## src/rtl/bar_level_encoder_pkg.sv

```systemverilog
// rtl/bar_level_encoder_pkg.sv - shared constants, level type and level helpers
package bar_level_encoder_pkg;
  localparam int NUM_BARS     = 16;
  localparam int SEGS         = 18;
  localparam int BINS_PER_BAR = 4;
  localparam int MAG_W        = 16;
  localparam int MAG_SHIFT    = 11;
  localparam int LVL_W        = $clog2(SEGS + 1);
  localparam int IDX_W        = $clog2(NUM_BARS + 1);
  localparam int CNT_W        = $clog2(BINS_PER_BAR);

  typedef logic [LVL_W-1:0] level_t;
  typedef logic [MAG_W-1:0] mag_t;
  typedef enum logic {ST_ACCUM = 1'b0, ST_FILL = 1'b1} state_t;

  function automatic logic [SEGS-1:0] level_to_mask(level_t lvl);
    logic [SEGS-1:0] mask;
    for (int i = 0; i < SEGS; i++) mask[i] = (level_t'(i) < lvl);
    return mask;
  endfunction

  function automatic level_t mag_to_level(mag_t gmax);
    mag_t scaled;
    scaled = gmax >> MAG_SHIFT;
    return (scaled > mag_t'(SEGS)) ? level_t'(SEGS) : level_t'(scaled);
  endfunction
endpackage

```

## src/rtl/bar_level_encoder_if.sv

```systemverilog
// rtl/bar_level_encoder_if.sv - spectrum bin stream between source and encoder
interface bar_level_encoder_if;
  import bar_level_encoder_pkg::*;

  logic bin_valid;
  mag_t bin_mag;
  logic bin_last;
  logic bin_ready;

  modport master (output bin_valid, output bin_mag, output bin_last, input bin_ready);
  modport slave  (input bin_valid, input bin_mag, input bin_last, output bin_ready);
endinterface

```

## src/rtl/bar_level_encoder_bar_peak_hold.sv

```systemverilog
// rtl/bar_level_encoder_bar_peak_hold.sv - one bar's shadow level with peak hold and linear decay
module bar_peak_hold
  import bar_level_encoder_pkg::*;
(
  input  logic   clk,
  input  logic   rst,
  input  logic   wr_en,
  input  level_t new_level,
  output level_t level
);
  level_t level_q, level_d;

  // A lower new level implies level_q >= 1, so the decrement never wraps.
  always_comb begin
    level_d = level_q;
    if (wr_en) begin
      if (new_level >= level_q) level_d = new_level;
      else                      level_d = level_q - level_t'(1);
    end
  end

  always_ff @(posedge clk) begin
    if (rst) level_q <= '0;
    else     level_q <= level_d;
  end

  assign level = level_q;
endmodule

```

## src/rtl/bar_level_encoder.sv

```systemverilog
// rtl/bar_level_encoder.sv - groups spectrum bins into peak-hold bars, reloads masks on frame_sync
module bar_level_encoder
  import bar_level_encoder_pkg::*;
(
  input  logic                     clk,
  input  logic                     rst,
  bar_level_encoder_if.slave       bin_if,
  input  logic                     frame_sync,
  output logic                     frame_done,
  output logic [NUM_BARS*SEGS-1:0] bars
);
  localparam logic [IDX_W-1:0] IDX_END  = IDX_W'(NUM_BARS);
  localparam logic [IDX_W-1:0] IDX_LAST = IDX_W'(NUM_BARS - 1);
  localparam logic [CNT_W-1:0] CNT_LAST = CNT_W'(BINS_PER_BAR - 1);

  state_t                   state_q, state_d;
  logic [IDX_W-1:0]         bar_idx_q, bar_idx_d;
  logic [CNT_W-1:0]         bin_cnt_q, bin_cnt_d;
  mag_t                     peak_q, peak_d;
  logic                     frame_done_q, frame_done_d;
  logic [NUM_BARS*SEGS-1:0] bars_q, bars_d;

  logic                accept;
  logic                wr_any;
  level_t              new_level;
  logic [NUM_BARS-1:0] wr_en;
  level_t              shadow [NUM_BARS];
  mag_t                gmax;
  logic [IDX_W-1:0]    idx_next;

  assign bin_if.bin_ready = (state_q == ST_ACCUM);
  assign accept           = bin_if.bin_valid & bin_if.bin_ready;
  assign gmax             = (bin_if.bin_mag > peak_q) ? bin_if.bin_mag : peak_q;
  assign idx_next         = bar_idx_q + IDX_W'(1);

  always_comb begin
    state_d      = state_q;
    bar_idx_d    = bar_idx_q;
    bin_cnt_d    = bin_cnt_q;
    peak_d       = peak_q;
    frame_done_d = 1'b0;
    wr_any       = 1'b0;
    new_level    = '0;
    case (state_q)
      ST_ACCUM: begin
        if (accept) begin
          // Past the last bar, bins are swallowed until bin_last arrives.
          if (bar_idx_q != IDX_END) begin
            if (bin_if.bin_last || (bin_cnt_q == CNT_LAST)) begin
              wr_any    = 1'b1;
              new_level = mag_to_level(gmax);
              bar_idx_d = idx_next;
              bin_cnt_d = '0;
              peak_d    = '0;
            end else begin
              peak_d    = gmax;
              bin_cnt_d = bin_cnt_q + CNT_W'(1);
            end
          end
          if (bin_if.bin_last) begin
            bin_cnt_d = '0;
            peak_d    = '0;
            if (bar_idx_d != IDX_END) begin
              state_d = ST_FILL;
            end else begin
              frame_done_d = 1'b1;
              bar_idx_d    = '0;
            end
          end
        end
      end
      ST_FILL: begin
        // Bars with no bins this frame get a zero level, i.e. decay by one.
        wr_any    = 1'b1;
        bar_idx_d = idx_next;
        if (bar_idx_q == IDX_LAST) begin
          frame_done_d = 1'b1;
          bar_idx_d    = '0;
          state_d      = ST_ACCUM;
        end
      end
      default: state_d = ST_ACCUM;
    endcase
  end

  always_comb begin
    for (int k = 0; k < NUM_BARS; k++) wr_en[k] = wr_any && (bar_idx_q == IDX_W'(k));
  end

  // Shadow levels are flops, so a write on the sync edge only shows at the next sync.
  always_comb begin
    bars_d = bars_q;
    if (frame_sync) begin
      for (int k = 0; k < NUM_BARS; k++) bars_d[k*SEGS +: SEGS] = level_to_mask(shadow[k]);
    end
  end

  for (genvar k = 0; k < NUM_BARS; k++) begin : g_bar
    bar_peak_hold u_hold (
      .clk       (clk),
      .rst       (rst),
      .wr_en     (wr_en[k]),
      .new_level (new_level),
      .level     (shadow[k])
    );
  end

  always_ff @(posedge clk) begin
    if (rst) begin
      state_q      <= ST_ACCUM;
      bar_idx_q    <= '0;
      bin_cnt_q    <= '0;
      peak_q       <= '0;
      frame_done_q <= 1'b0;
      bars_q       <= '0;
    end else begin
      state_q      <= state_d;
      bar_idx_q    <= bar_idx_d;
      bin_cnt_q    <= bin_cnt_d;
      peak_q       <= peak_d;
      frame_done_q <= frame_done_d;
      bars_q       <= bars_d;
    end
  end

  assign frame_done = frame_done_q;
  assign bars       = bars_q;
endmodule
```

## src/flat_wrapper.sv

```systemverilog
// flat-port wrapper written by rule: the top's interface ports become plain ports
module bar_level_encoder_flat import bar_level_encoder_pkg::*;
  (clk, rst, frame_sync, frame_done, bars, bin_if_bin_valid, bin_if_bin_mag, bin_if_bin_last, bin_if_bin_ready);
  bar_level_encoder_if bin_if_i ();
  input  logic clk;
  input  logic rst;
  input  logic frame_sync;
  output logic frame_done;
  output logic [NUM_BARS*SEGS-1:0] bars;
  input wire logic [$bits(bin_if_i.bin_valid)-1:0] bin_if_bin_valid;
  input wire logic [$bits(bin_if_i.bin_mag)-1:0] bin_if_bin_mag;
  input wire logic [$bits(bin_if_i.bin_last)-1:0] bin_if_bin_last;
  output wire logic [$bits(bin_if_i.bin_ready)-1:0] bin_if_bin_ready;
  assign bin_if_i.bin_valid = bin_if_bin_valid;
  assign bin_if_i.bin_mag = bin_if_bin_mag;
  assign bin_if_i.bin_last = bin_if_bin_last;
  assign bin_if_bin_ready = bin_if_i.bin_ready;
  bar_level_encoder u_core (.clk(clk), .rst(rst), .bin_if(bin_if_i), .frame_sync(frame_sync), .frame_done(frame_done), .bars(bars));
endmodule
```

## config.mk

```make
export PLATFORM = sky130hd
export DESIGN_NAME = bar_level_encoder_flat
export DESIGN_NICKNAME = d
export VERILOG_FILES = /design/src/rtl/bar_level_encoder_pkg.sv /design/src/rtl/bar_level_encoder_if.sv /design/src/rtl/bar_level_encoder_bar_peak_hold.sv /design/src/rtl/bar_level_encoder.sv /design/src/flat_wrapper.sv
export SDC_FILE = /design/constraint.sdc
export NUM_CORES = 1
export LEC_CHECK = 0
export CAP_MARGIN = 10
export CORE_MARGIN = 1
export CORE_UTILIZATION = 49
export CTS_CLUSTER_DIAMETER = 120
export DETAILED_ROUTE_END_ITERATION = 8
export PLACE_DENSITY = 0.88
export SLEW_MARGIN = 20
export SYNTH_ARGS = -nofsm -noshare
export SYNTH_HDL_FRONTEND = slang
export SYNTH_SLANG_ARGS = --single-unit
```

## constraint.sdc

```tcl
create_clock -name clk -period 4.48 [get_ports clk]
set_input_delay 0.896 -clock clk [delete_from_list [all_inputs] [get_ports clk]]
set_output_delay 0.896 -clock clk [all_outputs]
set_load 0.02 [all_outputs]
```

**Word level (Yosys, flattened, before mapping)**

Cells that the tools add are included.
Widths: inputs -> output; s select.

- Flip-flop bits (word level): 393
- RAM bits: 0
- Logic and storage cells: 441
- ROM bits: 0
- Memories: 0
- Output and inout bits: 290
- Latch bits: 0

- Bitwise gates (word level): 2
- Eq/ne operators: 19
- Magnitude comparators: 306
- Add/sub/neg operators: 18
- Divide/modulo/power cells: 0
- Multiply operators: 0
- Shift-type cells: 0
- Muxes and demuxes: 51
- Reductions and logical operators: 22

Operator list:

| operator | count |
|---|---|
| $lt 4x5->1 const A | 128 |
| $lt 3x5->1 const A | 64 |
| $lt 1x5->1 const A | 32 |
| $lt 2x5->1 const A | 32 |
| $lt 5x5->1 const A | 32 |
| $mux 5 | 29 |
| $ge 5x5->1 | 16 |
| $sub 5x1->5 const B | 16 |
| $mux 16 | 4 |
| $eq 5x4->1 const B | 8 |
| $eq 5x3->1 const B | 4 |
| $gt 16x16->1 | 1 |
| $logic_and 1x1->1 | 16 |
| $mux 1 | 11 |
| $eq 5x2->1 const B | 2 |
| $ne 5x5->1 const B | 2 |
| $pmux 5 s2 | 1 |
| $mux 2 | 3 |
| $pmux 1 s2 | 3 |
| $add 5x1->5 const B | 1 |
| $eq 5x1->1 const B | 1 |
| $gt 5x5->1 const B | 1 |
| $logic_not 5->1 | 1 |
| $reduce_and 4->1 | 1 |
| 9 further kinds | 9 |

**Longest topological paths before layout**

Gate-level depths: netlist (run 1).

- Depth in word-level cells: 11
- Depth in mapped cells: 18
- Depth with buffers taken out: 16

**Modules after synthesis**

From an unflattened synthesis (run 1), not the netlist that was laid out.

- Cell total of the unflattened synthesis: 2,337
- Area total of the unflattened synthesis: 19,481.2 um^2

By module, submodules not included:

| module | instances | area an instance (um^2) | sequential area each (um^2) | cells an instance |
|---|---|---|---|---|
| bar_level_encoder | 1 | 12,854.8 | 6,266.0 | 1,537 |
| bar_peak_hold | 16 | 414.1 | 100.1 | 50 |

**Least setup slack after synthesis (run 1)**

Ideal clock, no wire load.

- Path type: input -> register
- From: in bin_if_bin_mag[13]
- To: reg u_core.g_bar[2].u_hold.level_q[4]
- Cell stages on the path: 16
- Data required time: 4.385 ns
- Buffers on the path: 2
- Arrival time: 4.597 ns
- Slack: -0.212 ns
- Cells stage by stage: ha_1 -> and4_1 -> a221o_1 -> o31ai_4 -> mux2_2 -> buf_4 -> inv_1 -> ha_1 -> nand2b_1 -> a21o_1 -> a21oi_1 -> o21ai_0 -> clkbuf_1 -> o21ai_0 -> o31ai_1 -> a221oi_1

- Cells in the longest elaborated chain, start to end: 10

RTL lines:

| element | line | RTL |
|---|---|---|
| start, declared | flat_wrapper.sv:11 | `input wire logic [$bits(bin_if_i.bin_mag)-1:0] bin_if_bin_mag;` |
| $gt 16x16->1 | bar_level_encoder.sv:33 | `assign gmax = (bin_if.bin_mag > peak_q) ? bin_if.bin_mag : peak_q;` |
| $mux 16 * | bar_level_encoder.sv:33 |  |
| $gt 5x5->1 | bar_level_encoder_pkg.sv:25 | `return (scaled > mag_t'(SEGS)) ? level_t'(SEGS) : level_t'(scaled);` |
| $mux 5 * | bar_level_encoder_pkg.sv:25 |  |
| $mux 5 * | bar_level_encoder.sv:49 | `if (bin_if.bin_last \|\| (bin_cnt_q == CNT_LAST)) begin` |
| $mux 5 * | bar_level_encoder.sv:48 | `if (bar_idx_q != IDX_END) begin` |
| $mux 5 * | bar_level_encoder.sv:46 | `if (accept) begin` |
| $mux 5 * | bar_level_encoder.sv:44 | `case (state_q)` |
| $ge 5x5->1 | bar_level_encoder_bar_peak_hold.sv:17 | `if (new_level >= level_q) level_d = new_level;` |
| $mux 5 * | bar_level_encoder_bar_peak_hold.sv:17 |  |
| end signal, assigned | bar_level_encoder_bar_peak_hold.sv:24 | `else level_q <= level_d;` |
| end, declared | bar_level_encoder_bar_peak_hold.sv:11 | `level_t level_q, level_d;` |

Every way passes the cells marked *; elsewhere a longest branch is shown, timed or not. The select of a mux whose other input is x is not followed.
A chain may end at the register's enable or synchronous reset.

**Worst setup path after layout (run 1)**

- From: in bin_if_bin_mag[13]
- To: reg u_core.g_bar[4].u_hold.level_q[2]

- Cells in the longest elaborated chain, start to end: 10

RTL lines:

| element | line |
|---|---|
| $gt 16x16->1 | bar_level_encoder.sv:33 |
| $mux 16 * | bar_level_encoder.sv:33 |
| $gt 5x5->1 | bar_level_encoder_pkg.sv:25 |
| $mux 5 * | bar_level_encoder_pkg.sv:25 |
| $mux 5 * | bar_level_encoder.sv:49 |
| $mux 5 * | bar_level_encoder.sv:48 |
| $mux 5 * | bar_level_encoder.sv:46 |
| $mux 5 * | bar_level_encoder.sv:44 |
| $ge 5x5->1 | bar_level_encoder_bar_peak_hold.sv:17 |
| $mux 5 * | bar_level_encoder_bar_peak_hold.sv:17 |
| end signal, assigned | bar_level_encoder_bar_peak_hold.sv:24 |
| end, declared | bar_level_encoder_bar_peak_hold.sv:11 |

Marked as above.

==> results of run 1 <==
cells by family after synthesis:
kind of cell / count (synthesis) / synth area share [%]
compound gates: 706 / 23.4
buf+inv: 289 / 5.77
mux: 17 / 0.983
simple gates: 820 / 20.1
fa+ha+maj: 135 / 8.78
xor+xnor: 1 / 0.0456
flops: 393 / 40.9
worst paths after layout:
path                                                                     end                      startpoint  slack, ps
worst min-delay path                           u_core.bars[251]$_SDFFE_PP0P_   u_core.bars[251]$_SDFFE_PP0P_        470
worst max register to register  u_core.g_bar[4].u_hold.level[2]$_SDFFE_PP0P_  u_core.peak_q[13]$_SDFFE_PP0P_        430
worst max-delay path            u_core.g_bar[4].u_hold.level[2]$_SDFFE_PP0P_              bin_if_bin_mag[13]        100
worst min register to register                 u_core.bars[251]$_SDFFE_PP0P_   u_core.bars[251]$_SDFFE_PP0P_        470
placed cells by master (no fill, tap or decap), drive strengths merged, types with 3 or more instances in the layout:
cell type / count
o31ai: 3
a221oi: 37
clkdlybuf4s50: 308
a211oi: 101
a21o: 33
mux2i: 14
nand2: 106
o311ai: 16
nand3: 91
nor2b: 13
nand4: 13
nor3: 143
o211ai: 27
nor3b: 15
ha: 135
nor4: 8
o22ai: 30
clkinv: 16
a41oi: 7
inv: 106
or2: 11
a2bb2oi: 3
nand2b: 60
a21oi: 223
dfxtp: 393
o21ai: 125
nor4b: 6
a22o: 15
a311oi: 33
nor2: 307
a31oi: 43
mux2: 3
o221ai: 3
and2: 11
bufinv: 4
and3: 29
clkbuf: 58
buf: 68
worst min-delay path, delay by kind of cell (launching register included):
kind	cells	cell delay [ps]
DFF	1	310
AOI/OAI and AO/OA	1	50
and+or+nand+nor	1	60
state kept, by name, summed over array words and instances, names as in the netlist:
signal                     flops
u_core.frame_done              1
u_core.bin_cnt_q               2
u_core.peak_q                 16
u_core.bars                  288
u_core.state_q                 1
u_core.bar_idx_q               5
u_core.g_bar.u_hold.level     80
layer usage:
layer  wire [um]  share of wire (%)  up-vias
li1            -                  -     9020
met3        4310                7.3      172
met5           0                  0        -
met4        2210                3.7        0
met2       27800                 47      859
met1       24600                 42     9120
where the power goes:
| group | total (mW) | internal, mW | switching, mW |
|---|---|---|---|
| Combinational | 1.38 | 0.560 | 0.819 |
| Clock | 3.67 | 2.15 | 1.52 |
| Sequential | 3.74 | 3.63 | 0.112 |
| Total | 8.80 | 6.34 | 2.45 |
timing repair:
item | CTS | global route
hold buffers | 0 | 0
resized for setup | 0 | 6
setup endpoints to repair | 0 | 26
setup buffers | 0 | 0
cell type report:
class,instances,area share [%]
repair buffers,376,15.2
inverters,107,1.66
clock inverters,21,1.02
flip-flops and latches,393,32.3
clock buffers,58,4.97
multi-input cells,1679,42.2
well taps,518,2.66
metrics by stage:
| stage | cell area (um2) | instances | power (mW) |
|---|---|---|---|
| floorplan | 19300 | 2361 | 4.61 |
| global placement | 22900 | 3073 | 5.11 |
| detailed placement | 22900 | 3073 | 5.17 |
| CTS | 24400 | 3152 | 8.81 |
| global route | 24400 | 3152 | 9.12 |
| finish | 24400 | 3152 | 8.80 |
==> flow_metrics.py, run 1 <==
metrics = {
    "critical_path": {
        "cp_top_family": "compound AO/OA/AOI/OAI gates",
        "critical-path-slowest-cell": "clkdlybuf4s50_1",
        "setup.worst_path.start_class": "primary input",
        "critPathArrivalTime_ps": 4860,
        "cpPeakStageDelay_ps": 440,
        "critical_path_class": "primary input to flip-flop",
        "cp_num_cells": 16,
        "cp_common_cell": "buf_4",
        "path_buf_inv": 4,
        "path_max_fanout": 12,
        "worst_setup_path_end_kind": "flip-flop",
        "path_cells": "clkdlybuf4s50_1 > ha_1 > and4_1 > a221o_1 > o31ai_4 > buf_4 > mux2_4 > and2_1 > buf_4 > ha_1 > a21oi_1 > o21ai_0 > buf_4 > nor3b_1 > a21oi_1 > a221oi_2",
        "required_ps": 4960,
        "rr_worst_depth": 16,
    },
    "detailed_routing": {
        "via_count": 19200,
        "routedWlPerCell_um": 18.7,
        "drt_iter0_drc": 1885,
        "drcViolationCount": 0,
        "drt_wl_total_mm": 59.0,
        "ant_nets": 0,
        "viasPerCell": 6.08,
        "dr.pass1.iters": 8,
    },
    "synthesis": {
        "yosysMostFrequentCell": "dfxtp_1",
        "synth_edf_count": 0,
        "synth_cells": 2361,
        "synth_fp_nets": 2517,
        "seq_area_frac_synth_pct": 40.9,
        "ys_async_sr_fraction_pct": 0,
        "yosys.area.top_type": "dfxtp_1",
        "yosys_most_used_dff": "dfxtp_1",
        "syn-cell-area_mm2": 0.0192,
        "yosysTopAreaCellShare_pct": 40.9,
        "synth-seq-cells": 393,
        "synth_area_leaders": "dfxtp_1, ha_1, nor2_1, a21oi_1, a211oi_1",
        "ys_warn_count": 0,
        "synthTopCellsByCount": "dfxtp_1, nor2_1, a21oi_1, clkbuf_1, nor3_1",
        "yosysUniqueCellTypes": 56,
        "synth.avg_cell_area_um2": 8.14,
    },
    "clock_tree": {
        "clock_latency_ps": 590,
        "cts_sinks": 393,
        "htree_levels": 2,
        "clk_pin_slew_ps": 60,
        "ctsRootBufferMaster": "clkbuf_16",
        "cts_buffers": 43,
        "cts_tree": "built",
        "cts.path.max_buffers": 3,
    },
    "floorplan": {
        "dieWidth_um": 200,
        "dieArea_mm2": 0.0400,
        "start_util_pct": 49.8,
        "ios": 311,
        "fp.dieH_um": 200,
        "core_mm2": 0.0386,
        "row_count": 72,
    },
    "final_layout": {
        "fillCellCount": 3049,
        "drive_gt1_share_pct": 6.34,
        "multi_input_area_mm2": 0.0103,
        "syn2layout_area_growth_pct": 26.8,
        "register_area_mm2": 0.00787,
        "utilization_pct": 63.1,
        "nets": 2756,
        "n_antenna_cell": 0,
    },
    "grt": {
        "grt_pass1_wl_mm": 92.6,
        "track_usage_pct": 28.6,
        "grt_use_met2_pct": 47.3,
        "gr-max-usage-layer": "met2",
        "grt_max_degree": 174,
        "grt_pass1_vias": 18000,
        "grt_util_met3_pct": 5.24,
        "grt_overflow": 0,
        "antenna_found_initial": 0,
        "use_met1_pct": 36.3,
    },
    "run": {
        "cap_viol_max_count": 0,
    },
    "timing": {
        "setup_violations": 0,
        "finalHoldViolations": 0,
        "min_period_ps": 4380,
        "skew_ps": 21.2,
        "worst_pin_slew_ps": 1140,
        "whs_ps": 469,
        "rsz0062_at_grt": "false",
        "timing.fmax_mhz": 229,
        "slew_viol_final": 0,
        "tns_ps": 0,
        "period_share_pct": 97.7,
        "fin_ws_ps": 105,
        "slew_headroom_pct": 23.7,
    },
    "outcome": {
        "status": "finished, final reports clean",
    },
    "power_and_ir_drop": {
        "peakVddDrop_v": 0.000261,
        "power.leakage_nw": 8.72,
        "power-per-cell-area_mw_per_mm2": 361,
    },
    "place": {
        "pre_cts_ws_ps": -534,
        "routabilityCongestion": 0.925,
        "hpwl_mm": 40.7,
        "port_buffers": 310,
    },
    "worst_hold_path": {
        "min_path_type": "flip-flop to flip-flop",
        "min_path_cells": 2,
    },
}
No activity file was read; power rests on OpenSTA's default activity.
==> inputs of run 2 (changes only) <==
- CELL_PAD_IN_SITES_DETAIL_PLACEMENT: default -> 0
- CELL_PAD_IN_SITES_GLOBAL_PLACEMENT: default -> 1
- CORE_UTILIZATION: 49 -> 36
- PLACE_DENSITY: 0.88 -> 0.87
==> run 2 against run 1 <==
Against the previous run:
- non-clock buffer count up 8
- first-iteration DRC count shrank 23%
- fmax up 2.0%
- critical endpoint is now u_core.g_bar[5].u_hold.level[0]$_SDFFE_PP0P_
- largest power group is now the clock network
==> flow_metrics.py, run 2 (same netlist as run 1, synthesis figures left out) <==
metrics = {
    "final_layout": {
        "nets": 2766,
        "post_layout_nonfiller_instances": 3333,
        "largest_reg_flops": 288,
        "final_common_cell": "dfxtp_1",
        "final_cell_mix": "dfxtp_1, clkdlybuf4s50_1, nor2_1, a21oi_1, nor3_1",
        "syn2layout_area_growth_pct": 29.1,
        "n_antenna_cell": 0,
        "drive_gt1_share_pct": 6.88,
        "utilization_pct": 47.1,
    },
    "timing": {
        "setup_violations": 0,
        "period_share_pct": 95.7,
        "slew_headroom_pct": 28.1,
        "tns_ps": 0,
        "min_period_ps": 4290,
        "finalHoldViolations": 0,
        "rsz0062_at_grt": "false",
        "worst_pin_slew_ps": 1070,
        "timing.fmax_mhz": 233,
        "fin_ws_ps": 192,
        "skew_ps": 21.2,
        "slew_viol_final": 0,
    },
    "critical_path": {
        "critPathArrivalTime_ps": 4780,
        "r2r_slack_ps": 500,
        "path_max_fanout": 9,
        "required_ps": 4970,
        "worst_setup_path_end_kind": "flip-flop",
        "setup.worst_path.start_class": "primary input",
        "critical_path_class": "primary input to flip-flop",
    },
    "grt": {
        "grt_pass1_wl_mm": 96.3,
        "grt_overflow": 0,
        "grt_max_degree": 152,
        "antenna_found_initial": 1,
        "grt_pass1_vias": 17600,
        "track_usage_pct": 22.0,
    },
    "clock_tree": {
        "ctsRootBufferMaster": "clkbuf_16",
        "ctsHoldBuffers": 0,
        "clock_latency_ps": 570,
        "cts.path.max_buffers": 3,
        "cts_tree": "built",
        "cts_buffers": 45,
        "htree_levels": 2,
        "clk_pin_slew_ps": 60,
        "cts_sinks": 393,
    },
    "floorplan": {
        "fp.dieH_um": 233,
        "dieWidth_um": 233,
        "ios": 311,
        "start_util_pct": 36.5,
        "dieArea_mm2": 0.0543,
        "row_count": 84,
        "core_mm2": 0.0527,
    },
    "power_and_ir_drop": {
        "power.leakage_nw": 8.80,
        "power-per-cell-area_mw_per_mm2": 361,
        "power.total_mw": 8.96,
        "peakVddDrop_v": 0.000238,
    },
    "detailed_routing": {
        "ant_nets": 0,
        "routedWlPerCell_um": 18.6,
        "dr.pass1.iters": 6,
        "wl_met1_mm": 27.2,
        "drt_wl_total_mm": 61.9,
        "drt_iter0_drc": 1452,
        "highest_layer": "met4",
        "via_count": 18600,
        "drcViolationCount": 0,
        "routed-wl-met2_mm": 29.0,
        "wl_met3_mm": 4.07,
        "viasPerCell": 5.59,
    },
    "place": {
        "pre_cts_ws_ps": -526,
        "port_buffers": 310,
        "placed_cells": 3247,
        "hpwl_mm": 42.9,
        "routabilityCongestion": 0.871,
    },
    "worst_hold_path": {
        "min_path_type": "flip-flop to flip-flop",
    },
    "outcome": {
        "status": "finished, final reports clean",
    },
    "run": {
        "cap_viol_max_count": 0,
    },
}
[run 2: changes by cell type in the layout (fill, tap and decap cells not counted), sizes merged]
cell      before  now
buf           68   76
clkbuf        58   62
clkinv        16   13
clkinvlp       2    4
bufinv         4    5
inv          106  105
[run 2: layer usage]
metal | vias to the layer above | track usage (%)
met5 | - | 0
met4 | 0 | 7.11
met3 | 116 | 4.61
met2 | 633 | 36.4
met1 | 8857 | 28.4
li1 | 9024 | -
[run 2: cell type report]
cell class | instances | area (um2)
repair buffers | 384 | 3800
well taps | 688 | 861
flip-flops and latches | 393 | 7870
inverters | 107 | 405
multi-input cells | 1679 | 10300
fillers | 5007 | 27800
clock buffers | 62 | 1290
clock inverters | 20 | 244
[run 2: path summary, 6_finish.rpt]
| check | from | end | cells after the start |
|---|---|---|---|
| worst min register to register | u_core.bars[178]$_SDFFE_PP0P_ | u_core.bars[178]$_SDFFE_PP0P_ | 2 |
| worst max register to register | u_core.peak_q[15]$_SDFFE_PP0P_ | u_core.g_bar[5].u_hold.level[0]$_SDFFE_PP0P_ | 21 |
| worst max-delay path | bin_if_bin_mag[15] | u_core.g_bar[5].u_hold.level[0]$_SDFFE_PP0P_ | 21 |
| worst min-delay path | u_core.bars[178]$_SDFFE_PP0P_ | u_core.bars[178]$_SDFFE_PP0P_ | 2 |
[run 2: report_power, final]
group          total, mW  switching, mW  internal, mW
combinational       1.37          0.819         0.556
sequential          3.74          0.111          3.63
clock               3.84           1.53          2.31
[run 2: timing repair]
action / 4_1_cts / 5_1_grt
setup endpoints to repair: 0 / 46
gates resized for setup: 0 / 18
buffers inserted: 0 / 4
endpoints found under the hold margin: 0 / 0
[run 2: critical path, stage by stage]
cell             delay (ps)
clkdlybuf4s50_1         440
ha_1                    320
buf_4                   140
nand4_1                 170
nor3_1                   80
o2bb2ai_1               160
o31ai_4                 340
mux2_4                  370
clkinvlp_4               80
buf_4                   120
buf_12                  120
ha_1                    220
nand2b_1                150
a21o_1                  190
a21oi_1                 140
o21ai_0                 100
buf_4                   170
buf_4                   140
nor3_1                  200
a21oi_1                  70
a21oi_1                 150
[run 2: metrics by stage]
step / instance area (um2) / hold WS (ps)
2_1_floorplan: 19300 / 449
3_3_place_gp: 23200 / 457
3_5_place_dp: 23200 / 461
4_1_cts: 24700 / 472
5_1_grt: 24800 / 487
6_report: 24800 / 472
==> inputs of run 3 (changes only) <==
- CORE_MARGIN: 1 -> 2
==> run 3 against run 2 <==
Against the previous run:
- fmax grew 0.42%
- die area grew 1.7%
- hold slack lost 4.2 ps
- global-route usage shrank 0.67 points
- register-to-register slack is essentially flat
- clock skew grew 3.7 ps
- critical endpoint is now u_core.g_bar[15].u_hold.level[4]$_SDFFE_PP0P_
- largest cell class unchanged
==> flow_metrics.py, run 3 (same netlist as run 1, synthesis figures left out) <==
metrics = {
    "outcome": {
        "status": "finished, final reports clean",
    },
    "clock_tree": {
        "htree_levels": 2,
        "ctsHoldBuffers": 0,
        "clk_pin_slew_ps": 60,
        "cts.path.max_buffers": 3,
        "cts_sinks": 393,
        "cts_buffers": 43,
        "ctsRootBufferMaster": "clkbuf_16",
        "cts_setup_buffers": 0,
        "cts_tree": "built",
        "clock_latency_ps": 580,
        "cts_resized": 0,
    },
    "place": {
        "hpwl_mm": 43.5,
        "port_buffers": 310,
        "placed_cells": 3256,
        "routabilityCongestion": 0.884,
    },
    "timing": {
        "period_share_pct": 95.3,
        "rsz0062_at_grt": "false",
        "timing.fmax_mhz": 234,
        "worst_pin_slew_ps": 1100,
        "slew_viol_final": 0,
        "min_period_ps": 4270,
        "slew_headroom_pct": 26.7,
        "setup_violations": 0,
        "finalHoldViolations": 0,
        "skew_ps": 24.9,
        "whs_ps": 467,
    },
    "power_and_ir_drop": {
        "power.leakage_nw": 8.79,
        "power-per-cell-area_mw_per_mm2": 356,
        "peakVddDrop_v": 0.000265,
    },
    "grt": {
        "grt_max_degree": 166,
        "track_usage_pct": 21.3,
        "grt_overflow": 0,
        "antenna_found_initial": 1,
        "grt_pass1_vias": 17800,
        "grt_pass1_wl_mm": 97.8,
    },
    "detailed_routing": {
        "ant_nets": 0,
        "drcViolationCount": 0,
        "viasPerCell": 5.62,
        "drt_iter0_drc": 1506,
        "routedWlPerCell_um": 18.5,
        "drt_wl_total_mm": 61.8,
        "dr.pass1.iters": 6,
        "via_count": 18800,
    },
    "final_layout": {
        "post_layout_nonfiller_instances": 3336,
        "final_common_cell": "dfxtp_1",
        "drive_gt1_share_pct": 6.99,
        "fillCellCount": 5023,
        "syn2layout_area_growth_pct": 28.6,
        "register_area_mm2": 0.00787,
        "largest_reg_flops": 288,
        "nets": 2769,
        "n_antenna_cell": 0,
        "multi_input_area_mm2": 0.0103,
        "final_cell_mix": "dfxtp_1, clkdlybuf4s50_1, nor2_1, a21oi_1, nor3_1",
    },
    "floorplan": {
        "core_mm2": 0.0527,
        "dieArea_mm2": 0.0553,
        "fp.dieH_um": 235,
        "ios": 311,
        "dieWidth_um": 235,
        "row_count": 84,
        "start_util_pct": 36.5,
    },
    "critical_path": {
        "critical_path_class": "primary input to flip-flop",
        "critPathArrivalTime_ps": 4740,
        "worst_setup_path_end_kind": "flip-flop",
        "path_max_fanout": 9,
        "setup.worst_path.start_class": "primary input",
        "r2r_slack_ps": 490,
        "required_ps": 4950,
    },
    "run": {
        "cap_viol_max_count": 0,
    },
    "worst_hold_path": {
        "min_path_type": "flip-flop to flip-flop",
    },
}
-- run 3: metrics by stage --
stage                     util, %  setup slack [ps]  total power [mW]  setup TNS (ps)  cell area (um2)
after floorplan                 -              7.42              4.61               0            19300
after detailed placement     44.1              -495              5.20          -29440            23200
after CTS                    46.9               119              8.88               0            24700
after global placement       44.1              -350              5.17          -20370            23200
after global routing         47.0              12.3              9.16               0            24700
final                        47.0               210              8.81               0            24700
-- run 3: path summary, 6_finish.rpt --
check	cells past startpoint	from	to
min	2	u_core.bars[107]$_SDFFE_PP0P_	u_core.bars[107]$_SDFFE_PP0P_
min reg2reg	2	u_core.bars[107]$_SDFFE_PP0P_	u_core.bars[107]$_SDFFE_PP0P_
max	17	bin_if_bin_mag[13]	u_core.g_bar[15].u_hold.level[4]$_SDFFE_PP0P_
max reg2reg	19	u_core.peak_q[15]$_SDFFE_PP0P_	u_core.g_bar[15].u_hold.level[4]$_SDFFE_PP0P_
-- run 3: final cells by class --
class,instances,share of cell area [%]
Multi-Input combinational cell,1679,41.7
Sequential cell,393,31.8
Timing Repair Buffer,389,15.5
Clock buffer,57,4.89
Tap cell,688,3.48
Inverter,107,1.64
Clock inverter,23,0.982
-- run 3: where the power goes --
part           switching (mW)  internal [mW]  total, mW  leakage (nW)
Sequential              0.114           3.63       3.75          3.21
Clock                    1.52           2.14       3.67         0.721
Combinational           0.814          0.580       1.39          4.86
-- run 3: worst max-delay path, stage by stage --
cell and delay (ps):
clkdlybuf4s50_1 550, ha_4 230, and4_1 210, a221o_1 350, o31ai_4 300, mux2_4 360, clkinvlp_4 150, buf_12 150
ha_1 230, nand2b_1 150, a21o_1 180, a21oi_1 130, o21ai_0 150, buf_4 190, o21ai_0 190, a221oi_1 100
a211oi_1 220
-- run 3: metal layers --
| metal | wire [um] | share of wire (%) | vias up | GRT usage [%] |
|---|---|---|---|---|
| li1 | - | - | 9043 | - |
| met1 | 27200 | 44 | 8936 | 28.5 |
| met2 | 29000 | 47 | 669 | 35.2 |
| met3 | 4210 | 6.8 | 104 | 4.23 |
| met4 | 1360 | 2.2 | 2 | 5.58 |
| met5 | 11 | 0.018 | - | 0 |
